File: src/rtl/muller_c_pkg.sv
// Shared types and constants for the C-element handshake driver.
// Holds the FSM state encoding, error codes and default widths.
package muller_c_pkg;

    localparam int DEF_SYNC_STAGES = 2;
    localparam int DEF_TO_W        = 8;
    localparam int DEF_CNT_W       = 16;
    localparam int SKEW_W          = 4;

    typedef enum logic [2:0] {
        ST_IDLE   = 3'd0,
        ST_RISE_A = 3'd1,
        ST_RISE_B = 3'd2,
        ST_FALL_A = 3'd3,
        ST_FALL_B = 3'd4,
        ST_DONE   = 3'd5,
        ST_ERR    = 3'd6
    } hs_state_e;

    localparam logic [1:0] ERR_NONE      = 2'd0;
    localparam logic [1:0] ERR_PREMATURE = 2'd1;
    localparam logic [1:0] ERR_TIMEOUT   = 2'd2;
    localparam logic [1:0] ERR_STUCK     = 2'd3;

endpackage

File: src/rtl/c_sync.sv
// Multi-flop synchronizer for the asynchronous C-element output.
// Every flop resets to 0.
module c_sync #(
    parameter int STAGES = 2
) (
    input  logic clk_i,
    input  logic rst_i,
    input  logic d_i,
    output logic q_o
);

    logic [STAGES-1:0] sync_q;

    always_ff @(posedge clk_i or posedge rst_i) begin
        if (rst_i) begin
            sync_q <= '0;
        end else begin
            sync_q <= {sync_q[STAGES-2:0], d_i};
        end
    end

    assign q_o = sync_q[STAGES-1];

endmodule

File: src/rtl/c_elem_hs_driver.sv
// Four-phase handshake driver for a Muller C-element with programmable
// request skew, C-element semantic checking, timeout and handshake counter.
module c_elem_hs_driver
    import muller_c_pkg::*;
#(
    parameter int SYNC_STAGES = DEF_SYNC_STAGES,
    parameter int TO_W        = DEF_TO_W,
    parameter int CNT_W       = DEF_CNT_W
) (
    input  logic             wb_clk_i,
    input  logic             wb_rst_i,
    input  logic             start,
    input  logic [3:0]       skew,
    input  logic [TO_W-1:0]  timeout,
    input  logic             clear,
    input  logic             c_in,
    output logic             req_a,
    output logic             req_b,
    output logic             busy,
    output logic             done,
    output logic             err,
    output logic [1:0]       err_code,
    output logic [CNT_W-1:0] hs_count
);

    // One counter serves both the skew delay and the response timeout.
    localparam int CW = (TO_W > SKEW_W) ? TO_W : SKEW_W;

    logic             c_s;
    hs_state_e        state_q;
    logic [CW-1:0]    wait_q;
    logic [CW-1:0]    wait_inc;
    logic [CW-1:0]    skew_q;
    logic [CW-1:0]    timeout_q;
    logic             req_a_q;
    logic             req_b_q;
    logic             busy_q;
    logic             done_q;
    logic             err_q;
    logic [1:0]       err_code_q;
    logic [CNT_W-1:0] hs_count_q;
    logic             timed_out;

    c_sync #(
        .STAGES (SYNC_STAGES)
    ) u_sync (
        .clk_i (wb_clk_i),
        .rst_i (wb_rst_i),
        .d_i   (c_in),
        .q_o   (c_s)
    );

    assign wait_inc  = (&wait_q) ? wait_q : wait_q + CW'(1);
    assign timed_out = (timeout_q != '0) && (wait_q == timeout_q);

    // wait_q reloads to 1 on every transition, so it equals the number of
    // edges spent in the current state at the moment the FSM samples it.
    always_ff @(posedge wb_clk_i or posedge wb_rst_i) begin
        if (wb_rst_i) begin
            state_q    <= ST_IDLE;
            wait_q     <= '0;
            skew_q     <= '0;
            timeout_q  <= '0;
            req_a_q    <= 1'b0;
            req_b_q    <= 1'b0;
            busy_q     <= 1'b0;
            done_q     <= 1'b0;
            err_q      <= 1'b0;
            err_code_q <= ERR_NONE;
            hs_count_q <= '0;
        end else begin
            done_q <= 1'b0;
            wait_q <= wait_inc;
            case (state_q)
                ST_IDLE: begin
                    if (start) begin
                        skew_q    <= CW'(skew);
                        timeout_q <= CW'(timeout);
                        wait_q    <= CW'(1);
                        busy_q    <= 1'b1;
                        if (c_s) begin
                            state_q    <= ST_ERR;
                            err_q      <= 1'b1;
                            err_code_q <= ERR_STUCK;
                        end else if (skew == '0) begin
                            state_q <= ST_RISE_B;
                            req_a_q <= 1'b1;
                            req_b_q <= 1'b1;
                        end else begin
                            state_q <= ST_RISE_A;
                            req_a_q <= 1'b1;
                        end
                    end
                end
                ST_RISE_A: begin
                    if (c_s) begin
                        state_q    <= ST_ERR;
                        req_a_q    <= 1'b0;
                        req_b_q    <= 1'b0;
                        err_q      <= 1'b1;
                        err_code_q <= ERR_PREMATURE;
                    end else if (wait_q == skew_q) begin
                        state_q <= ST_RISE_B;
                        wait_q  <= CW'(1);
                        req_b_q <= 1'b1;
                    end
                end
                ST_RISE_B: begin
                    if (c_s) begin
                        wait_q  <= CW'(1);
                        req_a_q <= 1'b0;
                        if (skew_q == '0) begin
                            state_q <= ST_FALL_B;
                            req_b_q <= 1'b0;
                        end else begin
                            state_q <= ST_FALL_A;
                        end
                    end else if (timed_out) begin
                        state_q    <= ST_ERR;
                        req_a_q    <= 1'b0;
                        req_b_q    <= 1'b0;
                        err_q      <= 1'b1;
                        err_code_q <= ERR_TIMEOUT;
                    end
                end
                ST_FALL_A: begin
                    if (!c_s) begin
                        state_q    <= ST_ERR;
                        req_a_q    <= 1'b0;
                        req_b_q    <= 1'b0;
                        err_q      <= 1'b1;
                        err_code_q <= ERR_PREMATURE;
                    end else if (wait_q == skew_q) begin
                        state_q <= ST_FALL_B;
                        wait_q  <= CW'(1);
                        req_b_q <= 1'b0;
                    end
                end
                ST_FALL_B: begin
                    if (!c_s) begin
                        state_q <= ST_DONE;
                        wait_q  <= CW'(1);
                    end else if (timed_out) begin
                        state_q    <= ST_ERR;
                        req_a_q    <= 1'b0;
                        req_b_q    <= 1'b0;
                        err_q      <= 1'b1;
                        err_code_q <= ERR_TIMEOUT;
                    end
                end
                ST_DONE: begin
                    state_q    <= ST_IDLE;
                    wait_q     <= CW'(1);
                    busy_q     <= 1'b0;
                    done_q     <= 1'b1;
                    hs_count_q <= hs_count_q + CNT_W'(1);
                end
                ST_ERR: begin
                    req_a_q <= 1'b0;
                    req_b_q <= 1'b0;
                    if (clear) begin
                        state_q    <= ST_IDLE;
                        wait_q     <= CW'(1);
                        busy_q     <= 1'b0;
                        err_q      <= 1'b0;
                        err_code_q <= ERR_NONE;
                    end
                end
                default: begin
                    state_q <= ST_IDLE;
                    req_a_q <= 1'b0;
                    req_b_q <= 1'b0;
                    busy_q  <= 1'b0;
                end
            endcase
        end
    end

    assign req_a    = req_a_q;
    assign req_b    = req_b_q;
    assign busy     = busy_q;
    assign done     = done_q;
    assign err      = err_q;
    assign err_code = err_code_q;
    assign hs_count = hs_count_q;

endmodule

File: config.mk
export PLATFORM = sky130hd
export DESIGN_NAME = c_elem_hs_driver
export DESIGN_NICKNAME = d
export VERILOG_FILES = /design/src/rtl/muller_c_pkg.sv /design/src/rtl/c_sync.sv /design/src/rtl/c_elem_hs_driver.sv
export SDC_FILE = /design/constraint.sdc
export NUM_CORES = 1
export LEC_CHECK = 0
export CORE_UTILIZATION = 54
export DETAILED_ROUTE_END_ITERATION = 8
export PLACE_DENSITY = 0.89
export SLEW_MARGIN = 10
export SYNTH_ARGS = -nofsm -noshare
export SYNTH_HDL_FRONTEND = slang
export SYNTH_HIERARCHICAL = 1
export SYNTH_SLANG_ARGS = --single-unit
File: constraint.sdc
create_clock -name wb_clk_i -period 2.1 [get_ports wb_clk_i]
set_input_delay 0.42 -clock wb_clk_i [delete_from_list [all_inputs] [get_ports wb_clk_i]]
set_output_delay 0.42 -clock wb_clk_i [all_outputs]
set_load 0.02 [all_outputs]
==> results of run 1 <==
-- power by group through the flow --
stage                     clock (µW)  combinational, µW  sequential, µW
final                            699               1900            1550
after global routing             743               2060            1590
after detailed placement           0               1890            1560
after floorplan                    0               1330            1540
after global placement             0               1830            1550
after CTS                        700               1900            1540
-- area by class of cell --
| type | instances | area share |
|---|---|---|
| clock buffer | 5 | 0.0208 |
| tap | 67 | 0.0253 |
| multi-input combinational | 200 | 0.421 |
| clock inverter | 3 | 0.0143 |
| sequential | 48 | 0.362 |
| timing repair buffer | 50 | 0.146 |
| inverter | 9 | 0.0102 |
-- registers in the layout, summed over array words and instances (netlist names) --
register and count:
busy 1, done 1, err 1, err_code 2, hs_count 16, req_a 1, req_b 1, skew_q 4
state_q 3, timeout_q 8, u_sync/sync_q 2, wait_q 8
-- placed cells by master (no fill, tap or decap), types with 2 or more instances in the layout --
master and count:
sky130_fd_sc_hd__nor3_1 6, sky130_fd_sc_hd__nor2_1 27, sky130_fd_sc_hd__nand2b_1 5, sky130_fd_sc_hd__o221ai_1 2, sky130_fd_sc_hd__or4_1 2, sky130_fd_sc_hd__clkbuf_8 5, sky130_fd_sc_hd__clkinv_1 3, sky130_fd_sc_hd__nor2b_1 2
sky130_fd_sc_hd__a311oi_1 4, sky130_fd_sc_hd__and3_1 4, sky130_fd_sc_hd__o211ai_1 4, sky130_fd_sc_hd__nand4_1 2, sky130_fd_sc_hd__and4_1 3, sky130_fd_sc_hd__buf_4 10, sky130_fd_sc_hd__xnor2_1 14, sky130_fd_sc_hd__nand3b_1 2
sky130_fd_sc_hd__a21o_1 2, sky130_fd_sc_hd__a21oi_1 12, sky130_fd_sc_hd__a211oi_1 3, sky130_fd_sc_hd__nand3_1 13, sky130_fd_sc_hd__ha_1 2, sky130_fd_sc_hd__nand2_1 16, sky130_fd_sc_hd__inv_1 6, sky130_fd_sc_hd__mux2_2 13
sky130_fd_sc_hd__clkdlybuf4s50_1 39, sky130_fd_sc_hd__xor2_1 14, sky130_fd_sc_hd__a31oi_1 2, sky130_fd_sc_hd__nor4_1 3, sky130_fd_sc_hd__o22ai_1 2, sky130_fd_sc_hd__dfrtp_1 48, sky130_fd_sc_hd__o21ai_0 16, sky130_fd_sc_hd__clkinv_4 2
sky130_fd_sc_hd__mux2i_1 4
-- worst max path at each step --
stage | start | to | cells past startpoint
2_1_floorplan | wait_q[5] | state_q[2] | 5
3_3_place_gp | skew[3] | req_b | 6
3_5_place_dp | skew[3] | req_b | 6
4_1_cts | hs_count[3] | hs_count[3] | 1
5_1_grt | wait_q[5] | err_code[0] | 5
6_report | hs_count[3] | hs_count[3] | 1
-- metrics by stage --
step	total power, µW	setup slack (ps)	hold WS (ps)	instance area, µm²	std cells
2_1_floorplan	2870	457	161	2700	270
3_3_place_gp	3380	39.3	336	3200	374
3_5_place_dp	3450	24.8	366	3200	374
4_1_cts	4140	262	287	3320	382
5_1_grt	4400	137	318	3320	382
6_report	4150	275	283	3320	382
-- metal layers --
metal | wire, µm | part of all wire | vias up
met5 | 0 | 0 | -
met4 | 61 | 0.0098 | 0
met3 | 294 | 0.047 | 6
met2 | 3130 | 0.50 | 57
met1 | 2760 | 0.44 | 1130
li1 | - | - | 1069
-- cell families after synthesis --
logic type               count (synthesis)  synth area share
AO/OA/AOI/OAI                           60             0.165
adder cells (fa/ha/maj)                  2           0.00928
multiplexers                            17            0.0691
AND/OR/NAND/NOR                         93             0.183
buffers and inverters                   22            0.0371
XOR/XNOR                                28            0.0910
flip-flops                              48             0.445
==> impl_metrics.xml, run 1 <==
<?xml version="1.0" encoding="UTF-8"?>
<metrics>
  <group name="power">
    <metric name="switching_share" unit="">0.408</metric>
    <metric name="p_leak" unit="µW">0.00141</metric>
    <metric name="p_sw" unit="µW">1690</metric>
    <metric name="clock_power_share" unit="">0.169</metric>
    <metric name="power.ir.vdd_worst" unit="V">0.000785</metric>
    <metric name="power_frac_seq" unit="">0.373</metric>
    <metric name="power_report.internal_total" unit="µW">2450</metric>
    <metric name="power_density" unit="mW/mm²">1250</metric>
    <metric name="pwr-share-comb" unit="">0.458</metric>
  </group>
  <group name="worst_setup_path">
    <metric name="timing.reg2reg.setup_slack" unit="ps">280</metric>
    <metric name="critPathMaxStageDelay" unit="ps">650</metric>
    <metric name="worst-path-max-fanout" unit="">5</metric>
    <metric name="worst_path_cell_trace" unit="">clkdlybuf4s50_1</metric>
    <metric name="critical_path.startpoint_type" unit="">register</metric>
    <metric name="critPathBufInv" unit="">1</metric>
    <metric name="timing.reg2reg.worst_path_depth" unit="">5</metric>
    <metric name="critPathCaptureType" unit="">output pin</metric>
    <metric name="regToRegStartpoint" unit="">wait_q[5]</metric>
    <metric name="worst_path_dominant_cell_family" unit="">buffers and inverters</metric>
    <metric name="worstPathArrival" unit="ps">1400</metric>
    <metric name="cp.required" unit="ps">1680</metric>
    <metric name="r2r_end" unit="">err_code[0]</metric>
    <metric name="critical-path-slowest-cell" unit="">sky130_fd_sc_hd__clkdlybuf4s50_1</metric>
    <metric name="timing_worst_setup_path_type" unit="">register to output pin</metric>
  </group>
  <group name="clock_tree">
    <metric name="sinks_on_clock_net" unit="">48</metric>
    <metric name="cts_buffer_depth" unit="">2</metric>
    <metric name="tritoncts.num_buffers" unit="">5</metric>
    <metric name="clk_pin_slew_worst_paths" unit="ps">100</metric>
    <metric name="cts_setup_buffers" unit="">0</metric>
    <metric name="clk_latency" unit="ps">310</metric>
    <metric name="clk_root_buffer_cell" unit="">sky130_fd_sc_hd__clkbuf_8</metric>
    <metric name="cts-resized-gates" unit="">0</metric>
    <metric name="tritoncts" unit="">yes</metric>
    <metric name="cts_htree_levels" unit="">2</metric>
    <metric name="cts_hold_repair.buffers" unit="">0</metric>
  </group>
  <group name="run">
    <metric name="cap_violations" unit="">0</metric>
  </group>
  <group name="timing">
    <metric name="tightest_slew" unit="ps">634</metric>
    <metric name="max_freq" unit="MHz">548</metric>
    <metric name="slew_viol_final" unit="">0</metric>
    <metric name="max-slew-margin-rel" unit="">0.575</metric>
    <metric name="grt_setup_unrepaired" unit="">no</metric>
    <metric name="final.period_utilization" unit="">0.869</metric>
    <metric name="finalSetupViolCount" unit="">0</metric>
    <metric name="clock_skew" unit="ps">14.7</metric>
    <metric name="period_minus_slack" unit="ps">1820</metric>
    <metric name="final.setup.tns" unit="ps">0</metric>
    <metric name="timing_hold_violations_final" unit="">0</metric>
  </group>
  <group name="synth">
    <metric name="synth.yosys.warnings" unit="">6</metric>
    <metric name="number_of_enable_flip_flop_cells_after_synthesis" unit="">0</metric>
    <metric name="synthesis.area" unit="mm²">0.00270</metric>
    <metric name="post-synth-top-area-fraction" unit="">0.445</metric>
    <metric name="synth.net_count" unit="">289</metric>
    <metric name="yosys-top-cells-count" unit="">sky130_fd_sc_hd__dfrtp_1, sky130_fd_sc_hd__nor2_1, sky130_fd_sc_hd__nand2_1, sky130_fd_sc_hd__o21ai_0</metric>
    <metric name="synth_most_common_cell" unit="">sky130_fd_sc_hd__dfrtp_1</metric>
    <metric name="yosysUniqueCellTypes" unit="">54</metric>
    <metric name="ys_async_rst_share" unit="">1.00</metric>
    <metric name="synthTopCellsByArea" unit="">sky130_fd_sc_hd__dfrtp_1, sky130_fd_sc_hd__mux2_2, sky130_fd_sc_hd__xnor2_1</metric>
    <metric name="seq_area_frac_synth" unit="">0.445</metric>
    <metric name="synthDominantAreaCellType" unit="">sky130_fd_sc_hd__dfrtp_1</metric>
    <metric name="syn_inst" unit="">270</metric>
    <metric name="average_size_of_a_mapped_cell" unit="µm²">9.99</metric>
    <metric name="post_synthesis_sequential_element_count" unit="">48</metric>
    <metric name="postSynth.topFlopCell" unit="">sky130_fd_sc_hd__dfrtp_1</metric>
  </group>
  <group name="placement">
    <metric name="portBuffers" unit="">39</metric>
    <metric name="gp_congestion" unit="">0.971</metric>
    <metric name="dp_hpwl" unit="mm">4.68</metric>
  </group>
  <group name="grt">
    <metric name="groute.layer.met3.usage" unit="">0.0497</metric>
    <metric name="grt_overflow" unit="">0</metric>
    <metric name="globalRouteMet2Util" unit="">0.437</metric>
    <metric name="largest_net_degree_at_the_start_of_global_routing" unit="">31</metric>
    <metric name="antenna_found_initial" unit="">0</metric>
    <metric name="grt_pass1_vias" unit="">2196</metric>
    <metric name="global_route.peak_usage_layer" unit="">met2</metric>
    <metric name="global_route.usage.met1" unit="">0.351</metric>
    <metric name="grt_usage" unit="">0.262</metric>
    <metric name="global_route_wire_length_before_repair" unit="mm">10.5</metric>
  </group>
  <group name="floorplanning">
    <metric name="site_rows" unit="">25</metric>
    <metric name="core_area" unit="mm²">0.00475</metric>
    <metric name="die_area" unit="mm²">0.00528</metric>
    <metric name="floorplan.initialDensity" unit="">0.567</metric>
    <metric name="design.portCount" unit="">40</metric>
    <metric name="fp.dieH" unit="µm">72.7</metric>
    <metric name="die_width" unit="µm">72.7</metric>
  </group>
  <group name="hold_path">
    <metric name="min-delay-path-class" unit="">primary input to async pin</metric>
  </group>
  <group name="detailed_routing">
    <metric name="drt-pass1-iter-count" unit="">4</metric>
    <metric name="route.antenna.remaining_nets" unit="">0</metric>
    <metric name="initialDrtViolationCount" unit="">195</metric>
    <metric name="postRouteWirelength" unit="mm">6.25</metric>
    <metric name="detail_route.drc_violations" unit="">0</metric>
    <metric name="drt-wirelength-per-cell" unit="µm">16.4</metric>
    <metric name="avgViaCountPerCell" unit="">5.92</metric>
    <metric name="routed-via-count" unit="">2262</metric>
  </group>
  <group name="cells_and_area">
    <metric name="layout_cells_sized_above_1" unit="">0.130</metric>
    <metric name="areaGrowthSynthToFinish" unit="%">23.0</metric>
    <metric name="register_area" unit="mm²">0.00120</metric>
    <metric name="postLayoutCoreUtil" unit="">0.697</metric>
    <metric name="final.fill_count" unit="">379</metric>
    <metric name="multiInputGateArea" unit="mm²">0.00140</metric>
    <metric name="num-nets-final" unit="">333</metric>
    <metric name="num_antenna_cells" unit="">0</metric>
  </group>
  <group name="run_status">
    <metric name="outcome" unit="">finished clean</metric>
  </group>
</metrics>
(Power assumes the default switching activity.)
==> run 2, diff against run 1 <==
- CORE_ASPECT_RATIO: not set -> 2
- SETUP_SLACK_MARGIN: not set -> 0.15
==> run 2 against run 1 <==
  * The run now ends with DRC left
  * Sequential power hardly changed
  * Core utilization shrank 1.1 points
  * Count of clock-buffer cells in the layout unchanged
  * Register-to-register slack about the same
  * Worst setup slack better by 2.0 ps
  * Sequential share of layout area rose by 0.082 points
  * Highest routed layer unchanged
==> impl_metrics.xml, run 2 (synthesis gave the netlist of run 1 again) <==
<?xml version="1.0" encoding="UTF-8"?>
<metrics>
  <group name="placement">
    <metric name="gp_congestion" unit="">0.869</metric>
    <metric name="dp_hpwl" unit="mm">4.80</metric>
    <metric name="portBuffers" unit="">39</metric>
  </group>
  <group name="clock_tree">
    <metric name="clk_pin_slew_worst_paths" unit="ps">90</metric>
    <metric name="tritoncts.num_buffers" unit="">5</metric>
    <metric name="cts_htree_levels" unit="">2</metric>
    <metric name="sinks_on_clock_net" unit="">48</metric>
    <metric name="cts_buffer_depth" unit="">2</metric>
    <metric name="cts_hold_repair.buffers" unit="">0</metric>
    <metric name="clk_latency" unit="ps">310</metric>
    <metric name="tritoncts" unit="">yes</metric>
    <metric name="clk_root_buffer_cell" unit="">sky130_fd_sc_hd__clkbuf_8</metric>
  </group>
  <group name="timing">
    <metric name="grt_setup_unrepaired" unit="">no</metric>
    <metric name="final.setup.tns" unit="ps">0</metric>
    <metric name="finalSetupViolCount" unit="">0</metric>
    <metric name="period_minus_slack" unit="ps">1820</metric>
    <metric name="tightest_slew" unit="ps">606</metric>
    <metric name="max_freq" unit="MHz">549</metric>
    <metric name="timing_hold_violations_final" unit="">0</metric>
    <metric name="slew_viol_final" unit="">0</metric>
    <metric name="clock_skew" unit="ps">6.35</metric>
    <metric name="max-slew-margin-rel" unit="">0.591</metric>
    <metric name="final.period_utilization" unit="">0.868</metric>
  </group>
  <group name="power">
    <metric name="power_report.internal_total" unit="µW">2440</metric>
    <metric name="p_leak" unit="µW">0.00141</metric>
    <metric name="clock_power_share" unit="">0.163</metric>
    <metric name="power_density" unit="mW/mm²">1260</metric>
    <metric name="power.ir.vdd_worst" unit="V">0.000852</metric>
    <metric name="totalPowerFinal" unit="µW">4170</metric>
    <metric name="switching_share" unit="">0.415</metric>
    <metric name="power_frac_seq" unit="">0.367</metric>
    <metric name="pwr-share-comb" unit="">0.470</metric>
    <metric name="p_sw" unit="µW">1730</metric>
  </group>
  <group name="cells_and_area">
    <metric name="num_antenna_cells" unit="">0</metric>
    <metric name="layout.cells.most_common" unit="">sky130_fd_sc_hd__dfrtp_1</metric>
    <metric name="flip_flop_count_of_the_largest_register_after_layout" unit="">16</metric>
    <metric name="num-nets-final" unit="">333</metric>
    <metric name="final_cell_mix" unit="">sky130_fd_sc_hd__dfrtp_1, sky130_fd_sc_hd__clkdlybuf4s50_1, sky130_fd_sc_hd__nor2_1</metric>
    <metric name="areaGrowthSynthToFinish" unit="%">22.7</metric>
    <metric name="postLayoutCoreUtil" unit="">0.686</metric>
    <metric name="layout_cells_sized_above_1" unit="">0.133</metric>
  </group>
  <group name="detailed_routing">
    <metric name="postRouteWirelength" unit="mm">6.68</metric>
    <metric name="avgViaCountPerCell" unit="">6.29</metric>
    <metric name="drt-wirelength-per-cell" unit="µm">18.0</metric>
    <metric name="drt-pass1-iter-count" unit="">6</metric>
    <metric name="initialDrtViolationCount" unit="">76</metric>
    <metric name="route.antenna.remaining_nets" unit="">0</metric>
    <metric name="routed-via-count" unit="">2341</metric>
    <metric name="detail_route.drc_violations" unit="">1</metric>
  </group>
  <group name="worst_setup_path">
    <metric name="regToRegStartpoint" unit="">state_q[1]</metric>
    <metric name="r2r_end" unit="">wait_q[7]</metric>
    <metric name="critPathBufInv" unit="">1</metric>
    <metric name="critPathMaxStageDelay" unit="ps">630</metric>
    <metric name="cp.required" unit="ps">2350</metric>
    <metric name="critical-path-slowest-cell" unit="">sky130_fd_sc_hd__or4_1</metric>
    <metric name="critPathCaptureType" unit="">register</metric>
    <metric name="worst_path_cell_trace" unit="">clkdlybuf4s50_1 -&gt; or4_1 -&gt; a221o_1 -&gt; o21ai_0 -&gt; a21o_1</metric>
    <metric name="critical_path.startpoint_type" unit="">primary input</metric>
    <metric name="timing_worst_setup_path_type" unit="">primary input to register</metric>
    <metric name="timing.reg2reg.setup_slack" unit="ps">280</metric>
    <metric name="worst-path-max-fanout" unit="">3</metric>
    <metric name="timing.reg2reg.worst_path_depth" unit="">5</metric>
    <metric name="worst_path_dominant_cell_family" unit="">simple AND/OR/NAND/NOR gates</metric>
    <metric name="worstPathArrival" unit="ps">2080</metric>
  </group>
  <group name="floorplanning">
    <metric name="fp.dieH" unit="µm">102</metric>
    <metric name="floorplan.initialDensity" unit="">0.559</metric>
    <metric name="die_width" unit="µm">52.0</metric>
    <metric name="site_rows" unit="">36</metric>
    <metric name="die_area" unit="mm²">0.00530</metric>
    <metric name="design.portCount" unit="">40</metric>
    <metric name="core_area" unit="mm²">0.00482</metric>
  </group>
  <group name="grt">
    <metric name="grt_overflow" unit="">0</metric>
    <metric name="grt_usage" unit="">0.274</metric>
    <metric name="antenna_found_initial" unit="">0</metric>
    <metric name="global_route_wire_length_before_repair" unit="mm">10.9</metric>
    <metric name="grt_pass1_vias" unit="">2363</metric>
    <metric name="largest_net_degree_at_the_start_of_global_routing" unit="">47</metric>
  </group>
  <group name="run">
    <metric name="cap_violations" unit="">0</metric>
  </group>
  <group name="hold_path">
    <metric name="min-delay-path-class" unit="">primary input to async pin</metric>
  </group>
  <group name="run_status">
    <metric name="failed_checks" unit="">DRC</metric>
    <metric name="outcome" unit="">finished, violations left</metric>
  </group>
</metrics>
## run 2: timing repair
| action | 4_1_cts | 5_1_grt |
|---|---|---|
| setup endpoints to repair | 0 | 3 |
| setup buffers | 0 | 1 |
| endpoints found under the hold margin | 0 | 0 |
| resized for setup | 0 | 1 |
## run 2: layout make-up
cell class              count  area, µm²
clock buffers               5       68.8
fillers                   340       1510
repair buffers             50        485
inverters                   9       33.8
flip-flops and latches     48       1200
multi-input cells         200       1400
well taps                  57       71.3
clock inverters             3       47.5
## run 2: worst max path at each step
stage	start	end	slack, ps	cells past startpoint
2_1_floorplan	wait_q[5]	state_q[2]	460	5
3_3_place_gp	skew[3]	req_b	-3	6
3_5_place_dp	skew[3]	req_b	-20	6
4_1_cts	wait_q[5]	state_q[2]	190	5
5_1_grt	state_q[0]	hs_count[12]	170	5
6_report	skew[3]	state_q[1]	280	5
## run 2: metal layers
metal | routed length (µm) | vias to the layer above | track usage
li1 | - | 1055 | -
met1 | 2340 | 1152 | 0.298
met3 | 321 | 28 | 0.0402
met2 | 3720 | 106 | 0.477
met4 | 298 | 0 | 0.173
met5 | 0 | - | 0
## run 2: power by group through the flow
stage	clock [µW]	combinational, µW	sequential (µW)
floorplan	0	1330	1540
global placement	0	1850	1530
detailed placement	0	1910	1550
CTS	700	1940	1530
global route	727	2120	1570
finish	682	1960	1530
## run 2: through the flow
stage	hold slack [ps]	area, µm²	setup WS (ps)	instances
CTS	295	3300	186	371
global placement	337	3180	-2.65	363
finish	302	3310	277	372
global route	324	3310	166	372
detailed placement	340	3180	-17.4	363
floorplan	161	2700	457	270
